### config.mk
export PLATFORM = sky130hd
export DESIGN_NAME = grad_accumulator
export DESIGN_NICKNAME = d
export VERILOG_FILES = /design/src/rtl/grad_accumulator_pkg.sv /design/src/rtl/grad_acc_ctrl.sv /design/src/rtl/grad_accumulator.sv
export SDC_FILE = /design/constraint.sdc
export NUM_CORES = 1
export LEC_CHECK = 0
export ABC_CLOCK_PERIOD_IN_PS = 12300
export CORE_ASPECT_RATIO = 0.75
export CORE_UTILIZATION = 25
export CTS_CLUSTER_SIZE = 40
export DETAILED_ROUTE_END_ITERATION = 10
export GPL_TIMING_DRIVEN = 0
export MAX_ROUTING_LAYER = met4
export PLACE_DENSITY = 0.42
export REMOVE_ABC_BUFFERS = 1
export SYNTH_ARGS = -nofsm -noshare
export SYNTH_HDL_FRONTEND = slang
export SYNTH_SLANG_ARGS = --single-unit
export TNS_END_PERCENT = 1
### constraint.sdc
create_clock -name clk -period 12.3 [get_ports clk]
set_input_delay 1.845 -clock clk [delete_from_list [all_inputs] [get_ports clk]]
set_output_delay 1.845 -clock clk [all_outputs]
set_load 0.005 [all_outputs]
### src/rtl/grad_accumulator_pkg.sv
// Shared types for the dW/db gradient path: element data type, layer sizes,
// accumulator FSM states and a counter-width helper.
package grad_accumulator_pkg;

   localparam int DATA_W = 16;
   typedef logic signed [DATA_W-1:0] data_type;

   localparam int L1 = 4;
   localparam int L2 = 8;
   localparam int L3 = 8;
   localparam int L4 = 3;

   typedef enum logic {
      ACCUM = 1'b0,
      DRAIN = 1'b1
   } acc_state_e;

   // Counter width that stays at least 1 bit when the range collapses to one value.
   function automatic int cnt_w(input int n);
      return (n > 1) ? $clog2(n) : 1;
   endfunction

endpackage

### src/rtl/grad_acc_ctrl.sv
// Batch sequencing for grad_accumulator: ACCUM/DRAIN FSM, element index,
// sample counter, handshake flags and the sticky framing error.
module grad_acc_ctrl
   import grad_accumulator_pkg::*;
#(
   parameter int M          = 5,
   parameter int N          = 3,
   parameter int BATCH_LOG2 = 2,
   parameter int IDX_W      = cnt_w(M*N)
) (
   input  logic             clk,
   input  logic             rst_n,
   input  logic             clear,
   input  logic             in_valid,
   input  logic             in_last,
   input  logic             out_ready,
   output logic             in_ready,
   output logic             out_valid,
   output logic             out_last,
   output logic             err,
   output logic [IDX_W-1:0] idx,
   output logic             first_smp
);

   localparam int SMP_W = (BATCH_LOG2 > 0) ? BATCH_LOG2 : 1;
   localparam logic [IDX_W-1:0] IDX_LAST = IDX_W'(M*N-1);
   localparam logic [IDX_W-1:0] IDX_ONE  = IDX_W'(1);
   localparam logic [SMP_W-1:0] SMP_LAST = SMP_W'((2**BATCH_LOG2)-1);
   localparam logic [SMP_W-1:0] SMP_ONE  = SMP_W'(1);

   acc_state_e       state;
   logic [SMP_W-1:0] smp;

   assign first_smp = (smp == '0);

   always_ff @(posedge clk or negedge rst_n) begin
      if (!rst_n) begin
         state     <= ACCUM;
         idx       <= '0;
         smp       <= '0;
         in_ready  <= 1'b0;
         out_valid <= 1'b0;
         out_last  <= 1'b0;
         err       <= 1'b0;
      end else if (clear) begin
         state     <= ACCUM;
         idx       <= '0;
         smp       <= '0;
         in_ready  <= 1'b1;
         out_valid <= 1'b0;
         out_last  <= 1'b0;
         err       <= 1'b0;
      end else begin
         case (state)
            ACCUM: begin
               in_ready <= 1'b1;
               if (in_valid && in_ready) begin
                  if (in_last != (idx == IDX_LAST))
                     err <= 1'b1;
                  if (idx == IDX_LAST) begin
                     idx <= '0;
                     if (smp == SMP_LAST) begin
                        state     <= DRAIN;
                        smp       <= '0;
                        in_ready  <= 1'b0;
                        out_valid <= 1'b1;
                        out_last  <= (IDX_LAST == '0);
                     end else begin
                        smp <= smp + SMP_ONE;
                     end
                  end else begin
                     idx <= idx + IDX_ONE;
                  end
               end
            end
            DRAIN: begin
               if (out_ready) begin
                  if (out_last) begin
                     state     <= ACCUM;
                     idx       <= '0;
                     smp       <= '0;
                     in_ready  <= 1'b1;
                     out_valid <= 1'b0;
                     out_last  <= 1'b0;
                  end else begin
                     idx      <= idx + IDX_ONE;
                     // Look one element ahead so out_last lines up with the new idx.
                     out_last <= ((idx + IDX_ONE) == IDX_LAST);
                  end
               end
            end
            default: state <= ACCUM;
         endcase
      end
   end

endmodule

### src/rtl/grad_accumulator.sv
// Mini-batch gradient accumulator: sums 2^BATCH_LOG2 per-sample tensors in
// place and streams out the floor-averaged tensor, row-major.
module grad_accumulator
   import grad_accumulator_pkg::*;
#(
   parameter int M          = 5,
   parameter int N          = 3,
   parameter int BATCH_LOG2 = 2
) (
   input  logic     clk,
   input  logic     rst_n,
   input  logic     clear,
   input  logic     in_valid,
   output logic     in_ready,
   input  data_type in_data,
   input  logic     in_last,
   output logic     out_valid,
   input  logic     out_ready,
   output data_type out_data,
   output logic     out_last,
   output logic     err
);

   localparam int ACC_W = DATA_W + BATCH_LOG2;
   localparam int IDX_W = cnt_w(M*N);

   typedef logic signed [ACC_W-1:0] acc_t;

   logic [IDX_W-1:0] idx;
   logic             first_smp;
   logic             in_fire;
   acc_t             acc [M*N];
   acc_t             acc_rd;

   grad_acc_ctrl #(
      .M          (M),
      .N          (N),
      .BATCH_LOG2 (BATCH_LOG2),
      .IDX_W      (IDX_W)
   ) u_ctrl (
      .clk       (clk),
      .rst_n     (rst_n),
      .clear     (clear),
      .in_valid  (in_valid),
      .in_last   (in_last),
      .out_ready (out_ready),
      .in_ready  (in_ready),
      .out_valid (out_valid),
      .out_last  (out_last),
      .err       (err),
      .idx       (idx),
      .first_smp (first_smp)
   );

   assign in_fire = in_valid && in_ready && !clear;

   // No reset: the first sample of every batch overwrites the entry.
   always_ff @(posedge clk) begin
      if (in_fire)
         acc[idx] <= first_smp ? acc_t'(in_data) : acc[idx] + acc_t'(in_data);
   end

   assign acc_rd   = acc[idx];
   assign out_data = out_valid ? data_type'(acc_rd >>> BATCH_LOG2) : '0;

endmodule

# Word level (Yosys, flattened, before mapping)

Memory sizes are Yosys's and may differ from the RTL's.
Cells that the tools add are included.

Register bits: 11
RAM bits: 270
Bits of input ports: 22
Output and inout bits: 20
Word-level logic and storage cells: 83
Memories: 1

Memories:

| name | words | width | read ports | clocked after memory_dff | write ports | RTL line               | text |
|---|---|---|---|---|---|---|---|
| acc  | 15    | 18    | 1          | 0                        | 1           | grad_accumulator.sv:32 | `acc_t acc [M*N];` |

Add/sub/neg operators: 3
Equal/unequal tests: 10
Muxes and demuxes: 49
Bitwise logic cells: 1
Reductions and logical operators: 12

Operators with widths:

| cell                                                                     | number |
|---|---|
| 1-bit 2-to-1 mux                                                         | 30 |
| 4-bit 2-to-1 mux                                                         | 5 |
| 18-bit by 16-bit adder with 18-bit output                                | 1 |
| 18-bit 2-to-1 mux                                                        | 1 |
| 16-bit 2-to-1 mux                                                        | 1 |
| 2-bit 2-to-1 mux                                                         | 6 |
| 3-bit by 2-bit inequality test with 1-bit output (second input constant) | 3 |
| 4-bit equality test (second input constant)                              | 2 |
| 1-bit case mux with 2 select lines                                       | 4 |
| 4-bit case mux with 2 select lines                                       | 1 |
| 4-bit AND reduction                                                      | 2 |
| 3-bit inequality test (second input constant)                            | 2 |
| 5-bit AND reduction                                                      | 1 |
| 4-bit by 1-bit adder with 4-bit output (second input constant)           | 1 |
| 2-bit case mux with 2 select lines                                       | 1 |
| 2-bit AND reduction                                                      | 2 |
| 2-bit nonzero test                                                       | 2 |
| 3-bit AND reduction                                                      | 1 |
| 2-bit by 1-bit adder with 2-bit output (second input constant)           | 1 |
| 2-bit equality test (second input constant)                              | 1 |
| 1-bit logical AND                                                        | 2 |
| 2-bit logical NOT                                                        | 1 |
| 2-bit inequality test (second input constant)                            | 1 |
| 1-bit logical NOT                                                        | 1 |
| other kinds (2)                                                          | 2 |

# Depth between registers and ports, before layout

Depth after elaboration: 6
Gate-level depth with buffers: 16
Mapped depth without buffers: 12

# By module

Synthesis repeated with hierarchy kept, for this count alone.

Cells, all modules: 678
Area total of the unflattened synthesis: 12,142.9 um^2

By module, submodules not included:

| module           | instances | cells an instance | area each (um^2) | sequential area each (um^2) |
|---|---|---|---|---|
| grad_accumulator | 1         | 612               | 11,497.3         | 8,107.8 |
| grad_acc_ctrl    | 1         | 66                | 645.6            | 275.3 |

# Least setup slack after synthesis

Ideal clock, no wire load.

Path type: flip-flop to flip-flop
From: reg u_ctrl.idx[1]
To: mem acc[0][10] (netlist bit), data pin
Setup time: 0.323 ns
Arrival: 4.200 ns
Required time: 11.977 ns
Setup slack: 7.778 ns
Cell stages (with the launch flop): 15
Path buffers: 3
Period minus slack after synthesis: 4.522 ns
Cells stage by stage: dfrtp_1 > buf_2 > clkbuf_1 > clkbuf_1 > mux4_2 > mux4_2 > ha_1 > fa_1 > a21o_1 > a21oi_1 > o21ai_0 > a211oi_1 > o31ai_1 > xnor2_1 > o21ai_0

Word-level cells in the longest chain between the ends: 3

Ends and longest elaborated chain:

| element                                   | RTL line               | text |
|---|---|---|
| start: declaration                        | grad_acc_ctrl.sv:21    | `output logic [IDX_W-1:0] idx,` |
| start signal: assignment                  | grad_acc_ctrl.sv:72    | `idx <= idx + IDX_ONE;` |
| start signal: assignment                  | grad_acc_ctrl.sv:86    | `idx <= idx + IDX_ONE;` |
| memory read 15 x 18 bit                   | --                     |  |
| 18-bit by 16-bit adder with 18-bit output | grad_accumulator.sv:60 | `acc[idx] <= first_smp ? acc_t'(in_data) : acc[idx] + acc_t'(in_data);` |
| 18-bit 2-to-1 mux                         | grad_accumulator.sv:60 |  |
| end: declaration                          | grad_accumulator.sv:32 |  |

Every way passes these cells.

# Final worst setup path

From: reg u_ctrl.idx[0]
To: out out_data[12]

Word-level cells in the longest chain between the ends: 2

Ends and longest elaborated chain:

| element                 | RTL line               | text |
|---|---|---|
| memory read 15 x 18 bit | --                     |  |
| 16-bit 2-to-1 mux       | grad_accumulator.sv:64 | `assign out_data = out_valid ? data_type'(acc_rd >>> BATCH_LOG2) : '0;` |
| end: declaration        | grad_accumulator.sv:19 | `output data_type out_data,` |

Every way passes these cells.

==> reports/metrics.cfg <==
[sta]
finalSetupViolCount=0
period_needed_ns=5.40
period_share_pct=43.9
maxSlewHeadroom_pct=7.78
max_freq_ghz=0.185
fin_setup_tns_ns=0
finalHoldViolations=0
slew_violations=0
clock_skew_ns=0.0224
rsz0062_at_grt=false
worst_slew_pin_slew_ns=1.38

[worst_hold_path]
hold_depth=2
hold_path_class=reg -> reg

[synthesis]
synth.avg_cell_area_um2=17.6
synthArstFlopShare_pct=3.91
ys_seq_area_share_pct=69.2
synth_cell_types=54
synth_ff_type=edfxtp_1
netlist.area_leader.share_pct=66.9
synth-edff-count=270
yosysTopAreaCell=edfxtp_1
synth_top_cells_by_area=edfxtp_1 (67%), mux4_2 (13%), ha_1 (2.4%), dfrtp_1 (2.3%), and2_1 (1.7%)
syn_area_um2=12100
synth_cells=687
ys_ff_latch=281
ys_warn_count=0

[place]
place.gp.congestion=0.736
place_inst=1340
port_buffers=41
place_area_um2=13300
dp_hpwl_um=17400

[layout]
area_growth_syn_to_layout_pct=17.4
fin_nets=779
num_antenna_cells=0
stdcell_count=1396
layout-drive-gt1-share_pct=18.5
fillers=4625
fin_area_um2=14200

[floorplanning]
core_um2=47600
dieArea_um2=49400
rows=69
start_util_pct=25.5
ioPinCount=42
die_y_um=193
fp.dieW_um=256

[clock_network]
cts.sinks=281
clk-insertion-delay-late_ns=0.56
cts_buffers=30
worst_setup_hold_path_clk_slew_ns=0.06
clockBufferDepth=3
cts_resized=0
htree_levels=1
cts-root-buf=clkbuf_16
holdBufCountCts=0
post_cts_buffers=0
cts_tree=yes

[global_routing]
antenna_found_initial=0
grt_pass1_vias=6208
grt_max_degree=54
grtUsageTotal_pct=12.9
grt_pass1_wl_um=44600
grt_overflow=0

[power_and_ir_drop]
power.density_nw_per_um2=179
p_leak_nw=4.49
vdd_drop_max_v=0.000106

[route]
drt-initial-drc-count=467
vias=6137
ant_nets=0
via_per_inst=4.40
drc=0
first_pass_iters=4
wl_per_cell_um=21.8
drt-total-wl_um=30500

[flow_run]
drv_cap=0

[setup_path]
worstPathRequired_ns=10.45
critPathMaxFanout=36
r2r_cells=13
start_kind=flop
path_class=reg -> out
end_kind=output pin
cp.arrival_ns=3.55

[run_status]
status=finished clean

==> through the flow <==
step | worst slack [ns] | utilization [%] | total power, W | hold WS [ns]
floorplan | 5.73 | - | 0.00153 | 0.486
global placement | 3.15 | 27.6 | 0.00173 | 0.484
detailed placement | 6.39 | 28.0 | 0.00173 | 0.494
CTS | 6.35 | 29.9 | 0.00258 | 0.509
global route | 6.49 | 29.9 | 0.00266 | 0.543
finish | 6.90 | 29.9 | 0.00254 | 0.513
==> layout by cell type, fill, tap and decap left out, drive strengths merged, types with 4 or more instances in the layout <==
cell,instances
nand2,49
mux4,71
clkbuf,39
inv,8
ha,23
o31ai,4
edfxtp,270
o21a,5
a21oi,20
xor2,6
nor3,7
clkdlybuf4s50,41
xnor2,8
and2,34
buf,7
o21ai,45
a21o,7
dfrtp,11
clkinv,16
nor2,19
a211oi,6
nand3,9
mux2i,18
==> routing by layer <==
layer  up-vias  track usage (%)  wire, um  part of all wire [%]
li1       2852                -         -                     -
met1      3142             18.2     14900                    49
met4         0             2.21       463                   1.5
met5         -                -         0                     0
met3        37             1.90      1230                   4.0
met2       106             19.9     13900                    46
==> Yosys cell counts, types with 2 or more instances <==
master and count:
edfxtp_1 270, mux4_2 69, nand2_1 49, o21ai_0 36
and2_1 32, ha_1 23, a21oi_1 20, nor2_1 19
mux2i_1 18, clkbuf_1 17, dfrtp_1 11, nand3_1 9
o21ai_1 9, xnor2_1 8, a21o_1 7, buf_2 7
inv_1 7, nor3_1 7, xor2_1 6, a211oi_1 5
buf_6 5, o21a_1 5, o31ai_1 4, buf_1 3
mux2_2 3, nand2b_1 3, nor3b_1 3, o22ai_1 3
mux4_1 2, o211ai_1 2, o21bai_1 2
==> cell families (layout without fill, tap and decap cells) <==
logic type,after synthesis,after routing,share of synthesized area [%]
DFF,281,281,69.2
and+or+nand+nor,131,131,5.30
AOI/OAI and AO/OA,103,103,5.14
muxes,92,92,15.0
buffers and inverters,42,112,1.81
adders and majority gates,24,24,2.54
xor gates and xnor gates,14,14,1.01
==> power breakdown <==
part / switching (W) / internal (W)
clock: 0.000366 / 0.000480
combinational: 0.000288 / 0.000199
sequential: 0.0000295 / 0.00118
total: 0.000683 / 0.00186
==> state kept, by name (all words and copies together), names as in the netlist <==
| signal | cells |
|---|---|
| u_ctrl.state | 1 |
| acc | 270 |
| u_ctrl.out_valid | 1 |
| u_ctrl.out_last | 1 |
| u_ctrl.err | 1 |
| u_ctrl.smp | 2 |
| u_ctrl.idx | 4 |
| u_ctrl.in_ready | 1 |
==> critical path, stage by stage, from the launching register on <==
cell,delay [ns]
dfrtp_4,0.59
buf_16,0.30
buf_16,0.29
mux4_2,0.56
mux4_2,0.51
and2_1,0.21
clkdlybuf4s50_1,0.47
==> path summary, 6_finish.rpt <==
check / startpoint / slack (ns) / end
worst max register to register: u_ctrl.idx[0] / 6.94 / acc[6][10]
min in group asynchronous: rst_n / 1.64 / u_ctrl.out_valid
worst max-delay path: u_ctrl.idx[0] / 6.90 / out_data[12]
worst min register to register: u_ctrl.err / 0.51 / u_ctrl.err
max in group asynchronous: rst_n / 10.24 / u_ctrl.idx[1]
worst min-delay path: u_ctrl.err / 0.51 / u_ctrl.err
==> layout make-up <==
| cell class | instances | area, um2 | share of cell area [%] |
|---|---|---|---|
| sequential | 281 | 8390 | 59.0 |
| multi-input combinational | 364 | 3550 | 24.9 |
| clock buffer | 39 | 806 | 5.67 |
| tap | 639 | 800 | 5.62 |
| timing repair buffer | 48 | 543 | 3.82 |
| clock inverter | 17 | 106 | 0.748 |
| inverter | 8 | 30.0 | 0.211 |
(Power assumes the default switching activity.)
